### src/rtl/clk_sched_ctrl.sv
// clk_sched_ctrl: VGA and processor clock-enable generator with run/step/halt sequencing
module clk_sched_ctrl #(
    parameter int DIV_W  = 8,
    parameter int TICK_W = 16
) (
    input  logic              CLK,
    input  logic              RST,
    input  logic              run,
    input  logic              step,
    input  logic              halt_req,
    output logic              halt_ack,
    input  logic              cfg_valid,
    output logic              cfg_ready,
    input  logic [DIV_W-1:0]  cfg_vga_div,
    input  logic [DIV_W-1:0]  cfg_proc_div,
    output logic              vga_ce,
    output logic              proc_ce,
    output logic              step_done,
    output logic [1:0]        state,
    output logic [TICK_W-1:0] tick_cnt
);
    typedef enum logic [1:0] {HALTED = 2'b00, RUN = 2'b01, STEP = 2'b10, DRAIN = 2'b11} state_t;
    state_t            state_q, state_d;
    logic [DIV_W-1:0]  vga_div_q, vga_div_d, proc_div_q, proc_div_d;
    logic [DIV_W-1:0]  vcnt_q, vcnt_d, pcnt_q, pcnt_d;
    logic [TICK_W-1:0] tick_q, tick_d;
    logic              cfg_wr;
    assign cfg_ready = state_q == HALTED;
    assign cfg_wr    = cfg_valid && cfg_ready;
    assign vga_ce    = vcnt_q == vga_div_q;
    assign proc_ce   = state_q != HALTED && pcnt_q == proc_div_q;
    assign step_done = state_q == STEP && proc_ce;
    assign halt_ack  = cfg_ready && halt_req;
    assign state     = state_q;
    assign tick_cnt  = tick_q;
    // Leaving an active state only happens on a processor period boundary.
    always_comb begin
        state_d = state_q;
        case (state_q)
            HALTED:  state_d = halt_req ? HALTED : run ? RUN : step ? STEP : HALTED;
            RUN:     state_d = (halt_req || !run) ? (proc_ce ? HALTED : DRAIN) : RUN;
            default: state_d = proc_ce ? HALTED : state_q;
        endcase
    end
    always_comb begin
        vga_div_d  = cfg_wr ? cfg_vga_div : vga_div_q;
        proc_div_d = cfg_wr ? cfg_proc_div : proc_div_q;
        vcnt_d     = (cfg_wr || vga_ce) ? '0 : vcnt_q + 1'b1;
        pcnt_d     = (state_q == HALTED || proc_ce) ? '0 : pcnt_q + 1'b1;
        tick_d     = proc_ce ? tick_q + 1'b1 : tick_q;
    end
    always_ff @(posedge CLK or posedge RST) begin
        if (RST) begin
            state_q    <= HALTED;
            vga_div_q  <= DIV_W'(1);
            proc_div_q <= DIV_W'(3);
            vcnt_q     <= '0;
            pcnt_q     <= '0;
            tick_q     <= '0;
        end else begin
            state_q    <= state_d;
            vga_div_q  <= vga_div_d;
            proc_div_q <= proc_div_d;
            vcnt_q     <= vcnt_d;
            pcnt_q     <= pcnt_d;
            tick_q     <= tick_d;
        end
    end
endmodule

### config.mk
export PLATFORM = sky130hd
export DESIGN_NAME = clk_sched_ctrl
export DESIGN_NICKNAME = d
export VERILOG_FILES = /design/src/rtl/clk_sched_ctrl.sv
export SDC_FILE = /design/constraint.sdc
export NUM_CORES = 1
export LEC_CHECK = 0
export BUFFER_PORTS_ARGS = -buffer_cell sky130_fd_sc_hd__buf_4
export CAP_MARGIN = 10
export CELL_PAD_IN_SITES_DETAIL_PLACEMENT = 1
export CELL_PAD_IN_SITES_GLOBAL_PLACEMENT = 1
export CORE_MARGIN = 1
export CORE_UTILIZATION = 47
export CTS_CLUSTER_DIAMETER = 80
export DETAILED_ROUTE_END_ITERATION = 8
export PLACE_DENSITY = 0.89
export SETUP_SLACK_MARGIN = 0.05
export SLEW_MARGIN = 10
export SYNTH_ARGS = -nofsm -noshare
export SYNTH_HDL_FRONTEND = slang
export SYNTH_SLANG_ARGS = --single-unit
### constraint.sdc
create_clock -name CLK -period 5.6 [get_ports CLK]
set_clock_uncertainty 0.15 [all_clocks]
set_input_delay 0.56 -clock CLK [delete_from_list [all_inputs] [get_ports CLK]]
set_output_delay 0.56 -clock CLK [all_outputs]
set_load 0.01 [all_outputs]
; ---- Word level (Yosys, flattened, before mapping)
; Index checks and enable logic that the tools add are counted.
[totals]
in_bits = 22
out_inout_bits = 23
regBits = 50
elab_cells = 33
[op_classes]
eq_ne = 4
n_mux = 9
reduce_logical = 11
addsub = 3
[op_table]
columns = operator, n
row1 = "adder 16 x 1 -> 16 bit, second input constant", 1
row2 = "adder 8 x 1 -> 8 bit, second input constant", 2
row3 = == test 8 bit, 2
row4 = 2-to-1 mux 8 bit, 2
row5 = 2-to-1 mux 2 bit, 6
row6 = logical AND 1 bit, 4
row7 = one-hot mux 2 bit (2 select lines), 1
row8 = logical OR 1 bit, 3
row9 = nonzero test 3 bit, 1
row10 = "== test 2 x 1 -> 1 bit, second input constant", 1
row11 = "== test 2 bit, second input constant", 1
row12 = zero test 2 bit, 1
row13 = nonzero test 2 bit, 1
row14 = zero test 1 bit, 1

; ---- Depth between registers and ports, before layout
[logic_depth]
ltp_word = 5
depth_mapped = 5
mapped_depth_nobuf = 5

; ---- Worst setup path before layout
; OpenSTA, ideal clock, no wires.
[synth_timing]
path_type = register to output
startpoint = reg proc_div_q[0]
endpoint = out proc_ce
n_path_buf = 0
path_stages_with_launch = 4
arrival_time_ns = 1.326
slack_ns = 3.564
path_cell_list = dfstp_2 -> xnor2_1 -> nand4_2 -> nor3_1
[synth_between]
elab_chain_cells = 2
[synth_lines]
columns = item, line
row1 = from (decl), 24  ; logic [DIV_W-1:0] vga_div_q, vga_div_d, proc_div_q, proc_div_d;
row2 = from (signal assigned), 63  ; proc_div_q <= proc_div_d;
row3 = == test 8 bit, 31  ; assign proc_ce = state_q != HALTED && pcnt_q == proc_div_q;
row4 = logical AND 1 bit, 31
row5 = to (decl), 17  ; output logic proc_ce,
; Every way passes these cells.

; ---- Worst setup path in the final report
[layout_timing]
startpoint = reg proc_div_q[0]
endpoint = out step_done
[layout_between]
elab_chain_cells = 3
[layout_lines]
columns = item, line
row1 = == test 8 bit, 31
row2 = logical AND 1 bit, 31
row3 = logical AND 1 bit, 32  ; assign step_done = state_q == STEP && proc_ce;
row4 = to (decl), 18  ; output logic step_done,
; Every way passes these cells.

==> key figures <==
Status
  • Status: complete, no violations

Floorplanning
  • Rows: 25
  • Area of the die: 0.00542 mm2
  • I/O Pins: 45
  • Die Ht: 73.6 um
  • Core Area: 0.00482 mm2
  • Initial core utilization: 0.501
  • Die width: 73.6 um

Place
  • Dpl cells: 307
  • DP HPWL: 3720 um
  • GPL Wtd Cong: 0.773
  • # port buffers: 44
  • Placed cell area: 0.00279 mm2

Cells and area
  • Layout fillers: 524
  • Non-Filler Instances: 315
  • Reg area: 0.00125 mm2
  • Multi-input gate area: 0.00110 mm2
  • Final nets: 272
  • Antenna cell count: 0
  • Synth-to-Final Area Change: 19.5%
  • Layout cells sized above 1: 0.339
  • Finished Cell Area: 0.00288 mm2
  • Post-layout util: 0.598

Drt
  • DRC viols: 0
  • Routed via count: 1664
  • Antenna Nets Post-Route: 0
  • Final wirelength: 5150 um
  • DRT iter0 DRCs: 88
  • Avg WL per Cell: 16.4 um
  • DR pass1 iterations: 4
  • Drt via density: 5.28

Clock tree
  • Sinks on Clock Net: 50
  • Num CTS Buffers: 5
  • # hold bufs at CTS: 0
  • Skew-Pair Late Insertion Delay: 0.30 ns
  • Post-cts resize count: 0
  • CTS max path bufs: 2
  • Clock transition at the registers of the reported paths: 0.09 ns
  • CTS tree: done
  • Root Buffer: clkbuf_8
  • H-tree depth: 2
  • Setup Buffers After CTS: 0

STA
  • Total Neg Setup Slack: 0 ns
  • Fmax: 310 MHz
  • RSZ-0062 raised after global routing: no
  • Max-slew violations: 0
  • Final Hold Vio Count: 0
  • Tightest Pin Transition: 1.03 ns
  • Number of setup violations in the final report: 0
  • Min Tclk post-route: 3.23 ns
  • Relative slew slack: 0.313
  • Fin crit share: 0.576

Worst setup path
  • Crit-path cells: xnor2_1 > nand4_2 > nor2_1 > and3_1 > buf_4
  • Crit path arrival time: 2.52 ns
  • Critical path class: reg -> out
  • Critical path's slowest cell: nor2_1
  • CP Buf/Inv Count: 1
  • Delay-heaviest family, CP: simple AND/OR/NAND/NOR gates
  • Max incr delay on CP: 0.69 ns
  • Setup crit end kind: output port
  • CP Max Fanout: 16
  • Crit path launch type: flip-flop
  • Data required, critical path: 4.89 ns

Global routing
  • Largest net degree at the start of global routing: 51
  • Vias in the first global route: 1736
  • Tot GR Track Use: 0.205
  • Initial antenna violation count: 0
  • Gr ovfl total: 0
  • First-pass GRT wire length: 8290 um

Yosys
  • Post-synthesis average cell area: 11.9 um2
  • Synth Instances: 203
  • Yosys Warn Count: 0
  • Seq/Total Area, Yosys: 0.520
  • Syn Std Cell Area: 0.00241 mm2
  • Syn Nets: 228
  • Yosys cell types: 36
  • FF+latch count, synth: 50

Power and ir drop
  • Power Density: 452 mW/mm2
  • Static leakage: 1.30 nW
  • Maximum vdd drop: 218 uV

Min path
  • Worst Hold Class: reg -> reg

Run
  • # Max-Cap Violations: 0
registers in the layout (all words and copies together) (netlist names):
| signal | cells |
|---|---|
| tick_cnt | 16 |
| pcnt_q | 8 |
| proc_div_q | 8 |
| vcnt_q | 8 |
| vga_div_q | 8 |
| state | 2 |
path summary, 6_finish.rpt:
kind,from,slack [ns],end,cells after the start
max,proc_div_q[0]$_DFFE_PP1P_,2.37,step_done,5
min reg2reg,tick_cnt[15]$_DFFE_PP0P_,0.32,tick_cnt[15]$_DFFE_PP0P_,1
min in group asynchronous,RST,0.36,vga_div_q[5]$_DFFE_PP0P_,2
max reg2reg,state[0]$_DFFE_PP0P_,3.00,vcnt_q[3]$_DFF_PP0_,4
max in group asynchronous,RST,4.31,pcnt_q[4]$_DFF_PP0_,2
min,tick_cnt[15]$_DFFE_PP0P_,0.32,tick_cnt[15]$_DFFE_PP0P_,1
cell families (layout without fill, tap and decap cells):
group | count (synthesis) | in the layout | share of synthesized area
xor+xnor | 43 | 43 | 0.156
simple gates | 73 | 73 | 0.190
fa+ha+maj | 3 | 3 | 0.0156
buf+inv | 12 | 57 | 0.0244
flops | 50 | 50 | 0.521
mux | 17 | 17 | 0.0794
compound gates | 5 | 5 | 0.0135
where the power goes:
group	internal [mW]	switching, mW	leakage, nW
clock network	0.0994	0.119	0.0472
registers	0.493	0.130	0.628
logic	0.231	0.230	0.629
total	0.824	0.479	1.30
metal layers:
layer	track usage	part of all wire	up-vias
met4	0.0577	0.010	0
li1	-	-	788
met5	0	0	-
met2	0.371	0.54	25
met1	0.244	0.43	845
met3	0.0453	0.028	6
area by class of cell:
cell class              instances  share of cell area
flip-flops and latches         50               0.436
inverters                       5             0.00652
repair buffers                 44               0.115
multi-input cells             141               0.381
clock inverters                 2             0.00434
well taps                      67              0.0291
clock buffers                   6              0.0287
through the flow:
step,power [mW],hold WS [ns],worst slack (ns)
2_1_floorplan,0.963,0.324,3.56
3_3_place_gp,1.05,0.308,2.79
3_5_place_dp,1.09,0.308,2.70
4_1_cts,1.32,0.324,2.36
5_1_grt,1.38,0.321,2.22
6_report,1.30,0.318,2.37
Yosys cell counts (all sizes together):
cell      n  share of area
dfrtp    47           0.49
and4      1         0.0036
a21oi     1         0.0021
xnor2    23          0.084
or4b      1         0.0057
mux2     17          0.079
ha        3          0.016
or2       1         0.0026
nand3    12          0.025
xor2     20          0.073
nand2     6         0.0093
nor4      9          0.036
and2      2         0.0052
nand2b    1         0.0026
nand4     5          0.022
dfstp     3          0.033
and3      6          0.016
clkbuf    3         0.0047
o21ai     1         0.0021
buf       4          0.012
inv       5         0.0078
nand4b    1         0.0036
o21bai    1         0.0031
nor3     12          0.025
o22ai     1         0.0026
o2111ai   1         0.0036
nor3b     1         0.0031
nor4b     2         0.0099
nor2     13          0.021
layout by cell type, fill, tap and decap left out, drive strengths merged, types with 2 or more instances in the layout:
cell type,Yosys,final
and2,2,2
and3,6,6
buf,4,44
clkbuf,3,6
dfrtp,47,47
dfstp,3,3
ha,3,3
inv,5,5
mux2,17,17
nand2,6,6
nand3,12,12
nand4,5,5
nor2,13,13
nor3,12,12
nor4,9,9
nor4b,2,2
xnor2,23,23
xor2,20,20
(Power assumes the default switching activity.)
